`config.mk`:
```
export PLATFORM = sky130hd
export DESIGN_NAME = ts_event_arbiter
export DESIGN_NICKNAME = d
export VERILOG_FILES = /design/src/rtl/ts_event_arbiter.sv
export SDC_FILE = /design/constraint.sdc
export NUM_CORES = 1
export LEC_CHECK = 0
export CAP_MARGIN = 30
export CORE_ASPECT_RATIO = 0.6
export CORE_MARGIN = 4
export CORE_UTILIZATION = 52
export DETAILED_ROUTE_END_ITERATION = 6
export PLACE_DENSITY = 0.87
export SLEW_MARGIN = 20
export SYNTH_ARGS = -nofsm -noshare
export SYNTH_HDL_FRONTEND = slang
export SYNTH_SLANG_ARGS = --single-unit
```
`constraint.sdc`:
```
create_clock -name clk -period 5.78 [get_ports clk]
set_clock_uncertainty 0.15 [all_clocks]
set_input_delay 0.578 -clock clk [delete_from_list [all_inputs] [get_ports clk]]
set_output_delay 0.578 -clock clk [all_outputs]
set_load 0.05 [all_outputs]
```
`src/rtl/ts_event_arbiter.sv`:
```
`default_nettype none
// ============================================================================
//  Module      : ts_event_arbiter
//  Description : Timestamps the rising edge of each of four channel inputs,
//                holds one pending event per channel, and shares a single
//                downstream serializer among the channels with a round-robin
//                scheduler behind a valid/ready handshake.
//  Revision    : 1.0 - initial release
// ----------------------------------------------------------------------------
//  Parameters
//     TS_WIDTH   width of the timestamp counter and of out_ts
//  Ports
//     clk        system clock, rising edge
//     rst        asynchronous active-high reset
//     ts         free-running timestamp, synchronous to clk
//     ch_in      synchronized channel inputs, bit i is channel i
//     out_valid  an output word is presented
//     out_ready  serializer accepts the presented word
//     out_chan   channel number of the presented event
//     out_ts     captured timestamp of the presented event
//     out_ovr    events on this channel were dropped before this word
//     pending    per-channel slot-full flags
//  Build option
//     TS_ARB_OVERRUN_EN  when defined, per-channel overrun flags are tracked
//                        and reported on out_ovr; otherwise out_ovr is 0 and
//                        dropped events vanish silently.
// ============================================================================
module ts_event_arbiter #(
   parameter int TS_WIDTH = 32
) (
   input  logic                clk,
   input  logic                rst,
   input  logic [TS_WIDTH-1:0] ts,
   input  logic [3:0]          ch_in,
   output logic                out_valid,
   input  logic                out_ready,
   output logic [1:0]          out_chan,
   output logic [TS_WIDTH-1:0] out_ts,
   output logic                out_ovr,
   output logic [3:0]          pending
);

   typedef enum logic [0:0] {
      S_IDLE    = 1'b0,
      S_PRESENT = 1'b1
   } state_t;

   localparam logic [1:0] c_LAST_RST = 2'd3;

   state_t              r_state;
   state_t              w_state_nxt;
   logic                w_load;

   logic [3:0]          r_prev;
   logic [3:0]          w_event;
   logic [3:0]          r_full;
   logic [TS_WIDTH-1:0] r_slot_ts [4];
   logic [1:0]          r_last;
   logic [1:0]          w_grant;
   logic [1:0]          w_idx;
   logic                w_any_full;
   logic [3:0]          w_take;

   logic [1:0]          r_out_chan;
   logic [TS_WIDTH-1:0] r_out_ts;

   assign w_event    = ch_in & ~r_prev;
   assign w_any_full = |r_full;

   // Round-robin pick: the loop runs from the farthest candidate to the
   // nearest, so the last assignment wins and the first full slot after
   // r_last is granted. Offset 4 wraps to r_last itself.
   always_comb begin
      w_grant = r_last;
      w_idx   = 2'd0;
      for (int k = 4; k >= 1; k--) begin
         w_idx = r_last + 2'(k);
         if (r_full[w_idx]) begin
            w_grant = w_idx;
         end
      end
   end

   // ---------------------------------------------------------------- FSM
   always_ff @(posedge clk or posedge rst) begin
      if (rst) begin
         r_state <= S_IDLE;
      end else begin
         r_state <= w_state_nxt;
      end
   end

   always_comb begin
      w_state_nxt = r_state;
      w_load      = 1'b0;
      case (r_state)
         S_IDLE: begin
            if (w_any_full) begin
               w_load      = 1'b1;
               w_state_nxt = S_PRESENT;
            end
         end
         S_PRESENT: begin
            if (out_ready) begin
               if (w_any_full) begin
                  w_load = 1'b1;
               end else begin
                  w_state_nxt = S_IDLE;
               end
            end
         end
         default: begin
            w_state_nxt = S_IDLE;
         end
      endcase
   end

   always_comb begin
      w_take = 4'd0;
      for (int i = 0; i < 4; i++) begin
         w_take[i] = w_load && (w_grant == 2'(i));
      end
   end

   // ---------------------------------------------------------------- slots
   // A slot being handed to the output this cycle is free again, so an event
   // arriving in the same cycle refills it instead of being dropped.
   always_ff @(posedge clk or posedge rst) begin
      if (rst) begin
         r_prev <= 4'd0;
         r_full <= 4'd0;
         for (int i = 0; i < 4; i++) begin
            r_slot_ts[i] <= '0;
         end
      end else begin
         r_prev <= ch_in;
         for (int i = 0; i < 4; i++) begin
            if (w_take[i]) begin
               r_full[i] <= w_event[i];
               if (w_event[i]) begin
                  r_slot_ts[i] <= ts;
               end
            end else if (w_event[i] && !r_full[i]) begin
               r_full[i]    <= 1'b1;
               r_slot_ts[i] <= ts;
            end
         end
      end
   end

`ifdef TS_ARB_OVERRUN_EN
   logic [3:0] r_ovr;
   logic       r_out_ovr;

   always_ff @(posedge clk or posedge rst) begin
      if (rst) begin
         r_ovr <= 4'd0;
      end else begin
         for (int i = 0; i < 4; i++) begin
            if (w_take[i]) begin
               r_ovr[i] <= 1'b0;
            end else if (w_event[i] && r_full[i]) begin
               r_ovr[i] <= 1'b1;
            end
         end
      end
   end

   always_ff @(posedge clk or posedge rst) begin
      if (rst) begin
         r_out_ovr <= 1'b0;
      end else if (w_load) begin
         r_out_ovr <= r_ovr[w_grant];
      end
   end

   assign out_ovr = r_out_ovr;
`else
   assign out_ovr = 1'b0;
`endif

   // ---------------------------------------------------------------- output
   always_ff @(posedge clk or posedge rst) begin
      if (rst) begin
         r_last     <= c_LAST_RST;
         r_out_chan <= 2'd0;
         r_out_ts   <= '0;
      end else if (w_load) begin
         r_last     <= w_grant;
         r_out_chan <= w_grant;
         r_out_ts   <= r_slot_ts[w_grant];
      end
   end

   assign out_valid = (r_state == S_PRESENT);
   assign out_chan  = r_out_chan;
   assign out_ts    = r_out_ts;
   assign pending   = r_full;

endmodule
`default_nettype wire

```
Word level (Yosys, flattened, before mapping):

Cells that the tools add are included.

* flip-flop bits (word level): 173
* input port bits: 39
* output and inout bits: 40
* logic and storage cells: 90

* add/sub/neg operators: 3
* magnitude comparators: 4
* equality and inequality tests: 7
* muxes and demuxes: 37
* bitwise gates (word level): 4
* reductions and logical operators: 22

Operators by type and width (count)
* $mux 32: 14
* $bmux 32 s2: 1
* $mux 1: 14
* $lt 2x3->1 const B: 3
* $logic_and 1x1->1: 8
* $ne 2x2->1 const B: 4
* $reduce_and 2->1: 4
* $reduce_bool 2->1: 4
* $bmux 1 s2: 3
* $mux 2: 3
* $add 2x2->2 const B: 2
* $and 4x4->4: 1
* $eq 2x2->1 const B: 2
* $logic_not 1->1: 4
* $not 4->4: 1
* $pmux 1 s2: 2
* $reduce_or 4->1: 1
* $ge 3x3->1 const B: 1
* $not 2->3: 1
* $add 2x1->2 const B: 1
* $eq 2x1->1 const B: 1
* $logic_not 2->1: 1
* $not 1->1: 1

Logic depth before layout (Yosys ltp):

* depth after elaboration: 10
* depth in mapped cells: 9
* gate-level depth less buffers: 5

Least setup slack after synthesis:

Ideal clock, no wire load.

* path kind: flip-flop to flip-flop
* start point: reg r_full[1], in the netlist pending[1]
* end point: reg r_slot_ts[100] in the netlist's numbering
* setup time: 0.127 ns
* arrival time: 2.209 ns
* data required time: 5.503 ns
* path slack: 3.293 ns
* cell stages (with the launch flop): 8
* clock period less this slack: 2.487 ns
* cells stage by stage: dfrtp_1 nor4_2 a21oi_1 and2_1 buf_2 a31oi_4 buf_6 mux2_1

* word-level cells in the longest chain between the ends: 9

Ends and longest elaborated chain
* start: declaration: RTL line 56 `logic [3:0] r_full;`
* start signal: indexed assignment: RTL line 139 `r_full[i] <= w_event[i];`
* $bmux 1 s2: RTL line 78 `if (r_full[w_idx]) begin`
* $mux 1 (not written as such): RTL line 78
* $mux 2 (3 in series): RTL line 78
* $logic_not 2->1: RTL line 121 `w_take[i] = w_load && (w_grant == 2'(i));`
* $logic_and 1x1->1 *: RTL line 121
* $ne 2x2->1 (no line) / $reduce_bool 2->1 (equally long branches)
* $reduce_and 2->1 (no line)
* end signal: indexed assignment: RTL line 141 `r_slot_ts[i] <= ts;`
* end signal: indexed assignment: RTL line 145 `r_slot_ts[i] <= ts;`
* end: declaration: RTL line 57 `logic [TS_WIDTH-1:0] r_slot_ts [4];`

Mark *: on every way between the ends. The rest lies on a longest branch, timed or not. The select of a mux whose other input is x is not followed.
A chain may end at the register's enable or synchronous reset.

Worst setup path in the final report:

* start point: reg r_full[1], in the netlist pending[1]
* end point: reg r_slot_ts[88] in the netlist's numbering

* word-level cells in the longest chain between the ends: 9

Ends and longest elaborated chain (RTL line)
* $bmux 1 s2: 78
* $mux 1 (not written as such): 78
* $mux 2 (3 in series): 78
* $eq 2x1->1: 121
* $logic_and 1x1->1: 121
* $ne 2x2->1 (no line) / $reduce_bool 2->1 (equally long branches)
* $reduce_and 2->1 (no line)

Parallel ways exist; a longest one is shown, timed or not. The select of a mux whose other input is x is not followed.

==> results.yml <==
sta:
  finalWorstSetupSlack_ns: 2.22
  fin_crit_ns: 3.56
  tns_ns: 0
  fmax_ghz: 0.281
  hold_viol: 0
  rsz0062_at_grt: "no"
  relSlewSlack_pct: 33.7
  setup_viol: 0
  min_period_over_period_pct: 61.7
  worst_pin_slew_ns: 0.993
  drv_slew: 0
floorplan:
  core-area_um2: 15500
  die_x_um: 171
  row_count: 35
  fp.dieH_um: 106
  io_pins: 79
  die_area_um2: 18100
  start_util_pct: 53.6
status:
  status: "complete, no violations"
finish:
  fillers: 1170
  final_nets: 791
  design_area_um2: 9820
  layout.cells.non_filler: 968
  layout_common_cells: "dfrtp_1 (170), clkdlybuf4s50_1 (77), a21oi_1 (69)"
  drive_gt1_share_pct: 15.7
  n_antenna_cell: 0
  area_growth_pct: 18.1
  final_common_cell: "dfrtp_1"
synth:
  yosysTopAreaCell: "dfrtp_1"
  syn_area_per_cell_um2: 11.7
  synth_top_area_share_pct: 51.5
  synth.distinct_cells: 35
  synth_nets: 748
  synth_flop_cell: "dfrtp_1"
  synth-edff-count: 0
  synthArstFlopShare_pct: 100
  synth-seq-area-share_pct: 52.1
  synth_area_um2: 8320
  synthCells: 709
  synth_warnings: 0
  synth_seq_cells: 173
  ys_top_cells_by_area: "dfrtp_1 (51%), mux2_2 (8.3%), mux2i_1 (7.8%)"
clock_network:
  cts_hold_buffers: 0
  cts_sinks: 173
  cts_setup_buffers: 0
  clk_latency_ns: 0.43
  cts_tree: "built"
  clkSlewWorstSetupHoldPaths_ns: 0.07
  h-tree-depth: 4
  root_buffer: "clkbuf_16"
  cts_buffers: 17
  cts_max_path_buffers: 2
  cts_resized: 0
min_path:
  hp-class: "flip-flop to flip-flop"
  hold_path_depth: 1
route:
  route.met2.wl_mm: 9.32
  drt-initial-drc-count: 684
  vias_per_cell: 6.40
  top_layer: "met4"
  num_vias: 6199
  drt_wl_total_mm: 20.5
  routed-wl-met3_mm: 1.26
  drcViolationCount: 0
  postRouteAntennaNets: 0
  wl_per_cell_um: 21.2
  drtPass1Iterations: 7
  wl_met1_mm: 9.62
global_route:
  grt_pass1_vias: 6343
  overflow: 0
  grt_pass1_wl_mm: 33.5
  grt_start_max_net_pins: 85
  grt_antenna_before_repair: 0
  globalRouteTotalUtil_pct: 23.2
worst_setup_path:
  cp.required_ns: 5.96
  crit_path_cell_trace: "a21oi_1 > o31ai_4 > buf_4 > and2_2 > buf_4 > a41oi_1 > o211ai_1"
  endpoint_kind: "flip-flop"
  slowest_stage: "dfrtp_4"
  reg2reg_depth: 7
  path_class: "flip-flop to flip-flop"
  critPathArrivalTime_ns: 3.75
  crit_path_max_incr_delay_ns: 0.94
  cp_max_fo: 70
  start_kind: "flip-flop"
  critical_path.most_common_cell: "buf_4"
placed_design:
  place_area_um2: 9230
  io_buffers: 77
  hpwl_mm: 12.1
  place_inst: 936
  dp_slack_ns: 2.33
  gp_congestion: 0.740
run:
  max-cap-violations: 0
power:
  power_density_nw_per_um2: 681
  finalPower_mw: 6.69
  leakagePower_nw: 4.04
  vdd_drop_max_mv: 0.366
cells in the mapped netlist (all sizes together), types with 2 or more instances:
master	count
dfrtp	171
mux2	96
a21oi	72
mux2i	65
nor2	41
nand2	39
clkbuf	37
a221oi	32
a41oi	32
nor3b	32
o211ai	32
buf	28
nand2b	5
a21o	4
nor2b	4
inv	3
and2	2
dfstp	2
o21ai	2
critical path, delay by kind of cell (launching register included):
family,cells,cell delay (ns)
buffers and inverters,2,1.10
DFF,1,0.94
AOI/OAI and AO/OA,4,0.97
and+or+nand+nor,1,0.26
flip-flops by register name (all words and copies together) (netlist names):
signal / flops
out_ts: 32
r_last: 2
r_slot_ts: 128
out_valid: 1
out_chan: 2
pending: 4
r_prev: 4
per-layer routing:
| metal | track usage [%] | up-vias |
|---|---|---|
| li1 | - | 2751 |
| met1 | 34.2 | 3156 |
| met2 | 35.7 | 263 |
| met3 | 4.53 | 29 |
| met4 | 5.60 | 0 |
| met5 | 0 | - |
logic make-up after synthesis:
logic type      after synthesis  synth area share, %
compound gates              178                 15.2
mux                         161                 20.8
flops                       173                 52.1
buf+inv                      68                 3.94
simple gates                127                 7.75
other cells                   1               0.0451
fa+ha+maj                     1                0.120
where the power goes:
group          switching, mW  internal (mW)
Clock                  0.504          0.646
Combinational           1.93           1.35
Sequential             0.437           1.81
Total                   2.88           3.81
area by class of cell:
cell class	count	area, µm²	area share [%]
clock buffer	18	429	4.37
clock inverter	14	160	1.63
inverter	3	16.3	0.166
multi-input combinational	468	3710	37.7
sequential	173	4340	44.1
tap	203	254	2.59
timing repair buffer	89	921	9.38
final timing paths:
path,start,slack (ns),endpoint
max in group asynchronous,rst,3.80,r_slot_ts[61]
setup / recovery,pending[1],2.22,r_slot_ts[88]
hold reg to reg,r_slot_ts[32],0.34,r_slot_ts[32]
setup reg to reg,pending[1],2.22,r_slot_ts[88]
min in group asynchronous,rst,0.53,out_ts[5]
hold / removal,r_slot_ts[32],0.34,r_slot_ts[32]
stage by stage:
step / hold slack [ns] / utilization [%]
floorplan: 0.314 / -
global placement: 0.323 / 59.0
detailed placement: 0.330 / 59.6
CTS: 0.345 / 63.4
global route: 0.357 / 63.4
finish: 0.342 / 63.4
(Power assumes the default switching activity.)
